### src/rtl/mdu_sequencer.sv
// Iterative RV32M multiply/divide unit: one bit per cycle shift-add multiplier
// and restoring divider, with a one-cycle fast path for divide-by-zero and signed overflow.
module mdu_sequencer #(
  parameter int unsigned WIDTH = 32
) (
  input  logic             clk,
  input  logic             reset,
  input  logic             start,
  input  logic [2:0]       funct3,
  input  logic [WIDTH-1:0] op_a,
  input  logic [WIDTH-1:0] op_b,
  input  logic             flush,
  output logic             busy,
  output logic             stall,
  output logic             done,
  output logic [WIDTH-1:0] result
);

  localparam int unsigned CNT_W = (WIDTH > 1) ? $clog2(WIDTH) : 1;
  localparam int unsigned ACC_W = 2 * WIDTH;
  localparam logic [CNT_W-1:0] CNT_LAST = CNT_W'(WIDTH - 1);
  localparam logic [WIDTH-1:0] INT_MIN  = {1'b1, {(WIDTH-1){1'b0}}};
  localparam logic [2:0] F3_MUL    = 3'b000;
  localparam logic [2:0] F3_MULHU  = 3'b011;
  localparam logic [2:0] F3_DIVU   = 3'b101;

  typedef enum logic [1:0] {
    S_IDLE,
    S_CALC,
    S_FIX
  } state_e;

  state_e           state_q, state_d;
  logic [CNT_W-1:0] cnt_q, cnt_d;
  logic [2:0]       f3_q, f3_d;
  logic [ACC_W-1:0] acc_q, acc_d;
  logic [WIDTH-1:0] opnd_q, opnd_d;
  logic             neg_q, neg_d;
  logic             rneg_q, rneg_d;
  logic [WIDTH-1:0] result_q, result_d;
  logic             done_q, done_d;

  logic             is_div_c;
  logic             a_signed_c, b_signed_c;
  logic             a_neg_c, b_neg_c;
  logic [WIDTH-1:0] a_mag_c, b_mag_c;
  logic             div_zero_c, div_ovf_c, fast_c;
  logic [WIDTH-1:0] fast_res_c;

  logic [WIDTH:0]   mul_sum_c;
  logic [ACC_W-1:0] mul_step_c;
  logic [WIDTH:0]   rem_sh_c;
  logic             sub_ok_c;
  logic [WIDTH-1:0] sub_diff_c;
  logic [ACC_W-1:0] div_step_c;

  logic [ACC_W-1:0] prod_c;
  logic [WIDTH-1:0] quot_c, rem_c;
  logic [WIDTH-1:0] fix_res_c;

  // Operand decode at accept: signedness, magnitudes and fast-path detection.
  // MUL is treated as signed x signed; its low word is identical either way.
  always_comb begin
    is_div_c   = funct3[2];
    a_signed_c = is_div_c ? ~funct3[0] : (funct3 != F3_MULHU);
    b_signed_c = is_div_c ? ~funct3[0] : ~funct3[1];
    a_neg_c    = a_signed_c & op_a[WIDTH-1];
    b_neg_c    = b_signed_c & op_b[WIDTH-1];
    a_mag_c    = a_neg_c ? (~op_a + WIDTH'(1)) : op_a;
    b_mag_c    = b_neg_c ? (~op_b + WIDTH'(1)) : op_b;
    div_zero_c = (op_b == '0);
    div_ovf_c  = ~funct3[0] & (op_a == INT_MIN) & (op_b == '1);
    fast_c     = is_div_c & (div_zero_c | div_ovf_c);
    if (div_zero_c) begin
      fast_res_c = funct3[1] ? op_a : '1;
    end else begin
      fast_res_c = funct3[1] ? '0 : INT_MIN;
    end
  end

  // One iteration of each datapath; acc holds {product} or {rem, quot}.
  always_comb begin
    mul_sum_c  = {1'b0, acc_q[ACC_W-1:WIDTH]} + {1'b0, opnd_q};
    mul_step_c = acc_q[0] ? {mul_sum_c, acc_q[WIDTH-1:1]}
                          : {1'b0, acc_q[ACC_W-1:1]};
    rem_sh_c   = {acc_q[ACC_W-1:WIDTH], acc_q[WIDTH-1]};
    sub_ok_c   = (rem_sh_c >= {1'b0, opnd_q});
    sub_diff_c = rem_sh_c[WIDTH-1:0] - opnd_q;
    div_step_c = sub_ok_c ? {sub_diff_c, acc_q[WIDTH-2:0], 1'b1}
                          : {rem_sh_c[WIDTH-1:0], acc_q[WIDTH-2:0], 1'b0};
  end

  // Sign fix-up and result selection in FIX.
  always_comb begin
    prod_c = neg_q ? (~acc_q + ACC_W'(1)) : acc_q;
    quot_c = neg_q ? (~acc_q[WIDTH-1:0] + WIDTH'(1)) : acc_q[WIDTH-1:0];
    rem_c  = rneg_q ? (~acc_q[ACC_W-1:WIDTH] + WIDTH'(1)) : acc_q[ACC_W-1:WIDTH];
    case (f3_q)
      F3_MUL:                fix_res_c = prod_c[WIDTH-1:0];
      3'b001, 3'b010, 3'b011: fix_res_c = prod_c[ACC_W-1:WIDTH];
      3'b100, F3_DIVU:       fix_res_c = quot_c;
      default:               fix_res_c = rem_c;
    endcase
  end

  // Next-state and register updates.
  always_comb begin
    state_d  = state_q;
    cnt_d    = cnt_q;
    f3_d     = f3_q;
    acc_d    = acc_q;
    opnd_d   = opnd_q;
    neg_d    = neg_q;
    rneg_d   = rneg_q;
    result_d = result_q;
    done_d   = 1'b0;
    unique case (state_q)
      S_IDLE: begin
        if (start && !flush) begin
          if (fast_c) begin
            result_d = fast_res_c;
            done_d   = 1'b1;
          end else begin
            f3_d    = funct3;
            neg_d   = a_neg_c ^ b_neg_c;
            rneg_d  = a_neg_c;
            cnt_d   = '0;
            state_d = S_CALC;
            if (is_div_c) begin
              acc_d  = {WIDTH'(0), a_mag_c};
              opnd_d = b_mag_c;
            end else begin
              acc_d  = {WIDTH'(0), b_mag_c};
              opnd_d = a_mag_c;
            end
          end
        end
      end
      S_CALC: begin
        if (flush) begin
          state_d = S_IDLE;
        end else begin
          acc_d = f3_q[2] ? div_step_c : mul_step_c;
          cnt_d = cnt_q + CNT_W'(1);
          if (cnt_q == CNT_LAST) begin
            state_d = S_FIX;
          end
        end
      end
      S_FIX: begin
        state_d = S_IDLE;
        if (!flush) begin
          result_d = fix_res_c;
          done_d   = 1'b1;
        end
      end
      default: state_d = S_IDLE;
    endcase
  end

  always_ff @(posedge clk) begin
    if (reset) begin
      state_q  <= S_IDLE;
      cnt_q    <= '0;
      f3_q     <= '0;
      acc_q    <= '0;
      opnd_q   <= '0;
      neg_q    <= 1'b0;
      rneg_q   <= 1'b0;
      result_q <= '0;
      done_q   <= 1'b0;
    end else begin
      state_q  <= state_d;
      cnt_q    <= cnt_d;
      f3_q     <= f3_d;
      acc_q    <= acc_d;
      opnd_q   <= opnd_d;
      neg_q    <= neg_d;
      rneg_q   <= rneg_d;
      result_q <= result_d;
      done_q   <= done_d;
    end
  end

  assign busy   = (state_q != S_IDLE);
  assign stall  = busy | (start & ~fast_c);
  assign done   = done_q;
  assign result = result_q;

endmodule
### config.mk
export PLATFORM = sky130hd
export DESIGN_NAME = mdu_sequencer
export DESIGN_NICKNAME = d
export VERILOG_FILES = /design/src/rtl/mdu_sequencer.sv
export SDC_FILE = /design/constraint.sdc
export NUM_CORES = 1
export LEC_CHECK = 0
export ABC_AREA = 1
export BUFFER_PORTS_ARGS = -buffer_cell sky130_fd_sc_hd__buf_2
export CORE_MARGIN = 4
export CORE_UTILIZATION = 40
export DETAILED_ROUTE_END_ITERATION = 10
export SYNTH_ARGS = -nofsm -noshare
export SYNTH_HDL_FRONTEND = slang
export SYNTH_SLANG_ARGS = --single-unit
### constraint.sdc
create_clock -name clk -period 3.13 [get_ports clk]
set_clock_uncertainty 0.2 [all_clocks]
set_input_delay 0.1565 -clock clk [delete_from_list [all_inputs] [get_ports clk]]
set_output_delay 0.1565 -clock clk [all_outputs]
set_load 0.02 [all_outputs]
# Word level (Yosys, flattened, before mapping)
# Index checks and enable logic that the tools add are counted.
[classes] div_mod_pow=0 order_cmp=1 n_bitwise=17 n_eq_ne=17 n_addsub=8 multipliers=0 mux=37 shifts=0 n_reduce_logical=14
[op_table] cell="$mux 64" n=7
[op_table] cell="$mux 32" n=12
[op_table] cell="$add 32x1->32 const B" n=4
[op_table] cell="$not 32->32" n=4
[op_table] cell="$pmux 64 s2" n=1
[op_table] cell="$pmux 32 s3" n=1
[op_table] cell="$add 64x1->64 const B" n=1
[op_table] cell="$eq 32x32->1 const B" n=2
[op_table] cell="$not 64->64" n=1
[op_table] cell="$pmux 32 s2" n=1
[op_table] cell="$add 32x32->33" n=1
[op_table] cell="$ge 33x32->1" n=1
[op_table] cell="$logic_not 32->1" n=1
[op_table] cell="$sub 32x32->32" n=1
[op_table] cell="$mux 5" n=3
[op_table] cell="$ne 2x2->1 const B" n=5
[op_table] cell="$pmux 5 s2" n=1
[op_table] cell="$mux 2" n=4
[op_table] cell="$reduce_and 4->1" n=2
[op_table] cell="$and 1x1->1" n=6
[op_table] cell="$eq 3x2->1 const B" n=2
[op_table] cell="$eq 3x3->1 const B" n=2
[op_table] cell="$reduce_and 3->1" n=2
[op_table] cell="$reduce_bool 2->1" n=3
[op_table] cell="19 further kinds" n=26
[word_totals] latchBits=0 memories=0 rom_bits=0 out_inout_bits=35 regBits=141 wordCells=103 ram_bits=0

# Logic depth before layout (Yosys ltp)
[logic_depth] depth_word=8 depth_mapped=18 depth_no_buf=18

# Worst setup path before layout
# Ideal clock, no wire load.
[synth_timing] path_type="flip-flop to flip-flop" from="register acc_q[0]" to="register result_q[12] (netlist: result[12])" t_arrival_ns=2.331 period_less_slack_ns=2.648 stages_incl_launch_ff=17 required_time_ns=2.813 setup_ns=0.117 setup_slack_ns=0.482 n_path_buf=3 path_cell_list="dfxtp_1 > inv_1 > clkbuf_1 > clkbuf_1 > ha_1 > nand2_1 > nor2_1 > nand3_1 > nand2_1 > nand2_1 > inv_2 > buf_4 > nand3_1 > nand3_1 > a21oi_1 > nor2_1 > nor2_1"
[synth_between] elab_chain_cells=6
[synth_rtl] item="start: declaration" line="36" source="logic [ACC_W-1:0] acc_q, acc_d;"
[synth_rtl] item="start signal: assignment" line="166" source="acc_q <= '0;"
[synth_rtl] item="start signal: assignment" line="176" source="acc_q <= acc_d;"
[synth_rtl] item="$not 64->64 / $not 32->32 (equally long branches)" line="95, 96"
[synth_rtl] item="$add 64x1->64 / $add 32x1->32 (equally long branches)" line="95, 96"
[synth_rtl] item="$mux 64 / $mux 32 (equally long branches)" line="95, 96"
[synth_rtl] item="$pmux 32 s3 (*)" line="98" source="case (f3_q)"
[synth_rtl] item="$mux 32 (*)" line="152" source="if (!flush) begin"
[synth_rtl] item="$pmux 32 s2 (*)" line="117" source="unique case (state_q)"
[synth_rtl] item="end signal: assignment" line="180" source="result_q <= result_d;"
[synth_rtl] item="end: declaration" line="40" source="logic [WIDTH-1:0] result_q, result_d;"
# Mark *: on every way between the ends. The rest lies on a longest branch, timed or not. The select of a mux whose other input is x is not followed.
# A chain may end at the register's enable or synchronous reset.

# Final worst setup path
[layout_timing] from="register opnd_q[13]" to="register acc_q[38]"
[layout_between] elab_chain_cells=5
[layout_rtl] item="start: declaration" line="37" source="logic [WIDTH-1:0] opnd_q, opnd_d;"
[layout_rtl] item="start signal: assignment" line="177" source="opnd_q <= opnd_d;"
[layout_rtl] item="$ge 33x32->1" line="87" source="sub_ok_c = (rem_sh_c >= {1'b0, opnd_q});"
[layout_rtl] item="$mux 64" line="89" source="div_step_c = sub_ok_c ? {sub_diff_c, acc_q[WIDTH-2:0], 1'b1}"
[layout_rtl] item="$mux 64" line="143" source="acc_d = f3_q[2] ? div_step_c : mul_step_c;"
[layout_rtl] item="$mux 64" line="140" source="if (flush) begin"
[layout_rtl] item="$pmux 64 s2" line="117"
# No other way between the ends. The select of a mux whose other input is x is not followed.

==> metrics.yaml <==
critical_path:
  critPathMostFrequentCell: "nand2_1"
  cp.required_ps: 3250
  cp.buffers_inverters: 2
  slowest_stage: "dfxtp_1"
  critical-path-top-delay-family: "simple AND/OR/NAND/NOR gates"
  cp-end-kind: "register"
  worstSetupPathDepth: 14
  arrival_ps: 3090
  path_cells: "inv_1 > ha_1 > nand2_1 > nor2_1 > nand2_1 > nor2_1 > nand3_1 > nand2_1 > nor2_2 > nand2_4 > nand2_2 > buf_4 > o211ai_1 > a21oi_1"
  reg2regPathDepth: 14
  crit_type: "register to register"
  cpPeakStageDelay_ps: 420
  path_max_fanout: 11
  startpoint_type: "register"
synthesis:
  synth-xor-area-share_pct: 3.14
  ys.flop_type: "dfxtp_1"
  synth.largest_area_cell: "nand2_1"
  syn_nets: 3473
  syn_inst: 3329
  synth-edff-count: 0
  synth_compound_area_share_pct: 18.9
  avgSynthCellArea_sq_um: 5.27
  synth_seq_cells: 141
  synth_top_family_by_area: "simple AND/OR/NAND/NOR gates"
  synth_warnings: 0
  synthArstFlopShare_pct: 0
  seq_area_frac_synth_pct: 16.1
  synth_fa_ha_area_share_pct: 5.29
  synth_most_common_cell: "nand2_1"
  yosysUniqueCellTypes: 46
  syn-cell-area_sq_um: 17600
  yosysTopAreaCellShare_pct: 21.0
  synth-simple-area-share_pct: 44.5
  synthTopCellsByCount: "982 x nand2_1, 474 x nor2_1, 396 x inv_1"
  muxShareOfSynthArea_pct: 0
  synth_area_leaders: "nand2_1 21%, dfxtp_1 16%, nor2_1 10%, nand3_1 8.8%, inv_1 8.5%"
place:
  place.gp.congestion: 1.07
  port_buffers: 105
  place_hpwl_microns: 70900
route:
  routed_via_density: 5.59
  met2WireLength_microns: 36700
  drt-met1-wl_microns: 37000
  wl_per_cell_microns: 21.4
  top_layer: "met5"
  wl_microns: 86500
  vias: 22596
  drt_first_iter_violations: 2994
  route.met3.wl_microns: 8380
  drcViolationCount: 0
  first_pass_iters: 6
  postRouteAntennaNets: 0
global_route:
  grt_max_degree: 71
  grt_pass1_wl_microns: 127000
  grt_pass1_vias: 20117
  grt_util_all_layers_pct: 35.3
  gr-total-overflow: 0
  antenna_found_initial: 2
power:
  seqPwrFrac_pct: 29.7
  p_leak_nw: 9.94
  p_sw_w: 0.00281
  power_density_nw_per_um2: 334
  clkPwrFrac_pct: 31.7
  p_int_w: 0.00380
  p_sw_share_pct: 42.5
  total_power_w: 0.00661
  vdd_drop_max_v: 0.000405
  pwr-share-comb_pct: 38.6
clock_network:
  htree_levels: 4
  tritoncts: "yes"
  clk_pin_slew_ps: 60
  cts_root_buf: "clkbuf_16"
  clkLatencyLatePin_ps: 450
  cts_buffers: 17
  max-clock-path-buffers: 2
  clock-sinks: 141
sta:
  fin_tns_setup_ps: 0
  hold_violations: 0
  period_minus_slack_ps: 2970
  relSlewSlack_pct: 46.4
  setup_viol: 0
  period_share_pct: 94.8
  max_clock_freq_mhz: 337
  drv_slew: 0
  worstMarginPinSlew_ps: 795
  rsz0062_at_grt: "no"
finish:
  synthToLayoutAreaGrowth_pct: 12.9
  nets: 3592
  n_fill_cell: 4971
  antennaDiodeCount: 0
  drive_above_1_share_pct: 8.53
floorplan:
  ios: 106
  fp-row-count: 76
  die_height_microns: 218
  fp.dieW_microns: 218
  start_util_pct: 40.6
  dieArea_sq_um: 47300
  coreArea_sq_um: 43300
worst_hold_path:
  min_path_cells: 5
  hp-class: "input port to register"
flow_run:
  cap_violations: 0
status:
  status: "finished clean"
## kinds of logic after synthesis
family / count (synthesis)
DFF: 141
adders and majority gates: 73
xor gates and xnor gates: 63
and+or+nand+nor: 1889
buffers and inverters: 533
AOI/OAI and AO/OA: 630
## tightest hold or removal path, stage by stage
cell	delay [ps]
buf_2	130
nor2_1	90
o21ai_0	80
nand2_1	90
a21oi_1	70
## layer usage
| layer | vias up | global-route usage (%) |
|---|---|---|
| li1 | 11002 | - |
| met1 | 10167 | 48.6 |
| met2 | 1225 | 53.8 |
| met3 | 198 | 6.21 |
| met4 | 4 | 15.6 |
| met5 | - | 0 |
## cell usage in the layout, fill, tap and decap left out, types with 26 or more instances in the layout
cell type / count
ha_1: 70
nand3_1: 310
o21ai_0: 270
buf_4: 106
nor2_1: 474
nor3_1: 26
nand4_1: 39
inv_1: 396
xor2_1: 50
buf_2: 105
a21oi_1: 276
dfxtp_1: 138
nand2_1: 981
## area by class of cell
type	count	area (sq um)	area share (%)
multi-input combinational	2655	12600	63.7
clock inverter	11	135	0.682
clock buffer	20	447	2.25
inverter	408	1530	7.73
sequential	141	2830	14.3
tap	585	732	3.69
timing repair buffer	225	1510	7.63
## metrics by stage
step	hold slack [ps]	setup WS [ps]	instances	area [sq um]	util, %
2_1_floorplan	116	482	3329	17600	-
3_3_place_gp	257	230	4005	19100	44.2
3_5_place_dp	267	215	4005	19100	44.2
4_1_cts	6.69	188	4045	19800	45.8
5_1_grt	46.1	3.79	4045	19800	45.8
6_report	19.3	164	4045	19800	45.8
## registers in the layout, indices dropped and copies added (netlist names)
signal   cells
acc_q       64
opnd_q      32
result      32
cnt_q        5
f3_q         3
state_q      2
done         1
neg_q        1
rneg_q       1
## timing repair
item | in CTS | in global routing
endpoints found under the setup margin | 0 | 35
buffers inserted | 0 | 0
resized for setup | 0 | 5
hold buffers | 9 | 0
hold endpoints to repair | 10 | 0
## final timing paths
kind	end	slack, ps	from
setup / recovery	acc_q[38]$_SDFFE_PP0P_	160	opnd_q[13]$_SDFFE_PP0P_
hold / removal	result[29]$_SDFFE_PP0P_	20	op_a[29]
setup reg to reg	acc_q[38]$_SDFFE_PP0P_	160	opnd_q[13]$_SDFFE_PP0P_
hold reg to reg	cnt_q[4]$_SDFFE_PP0P_	270	cnt_q[4]$_SDFFE_PP0P_
## power by group through the flow
stage / registers [W] / logic [W] / clock network (W)
global route: 0.00197 / 0.00276 / 0.00217
finish: 0.00196 / 0.00255 / 0.00210
CTS: 0.00196 / 0.00246 / 0.00210
detailed placement: 0.00200 / 0.00244 / 0
floorplan: 0.00196 / 0.00157 / 0
global placement: 0.00199 / 0.00246 / 0
(Power assumes the default switching activity.)
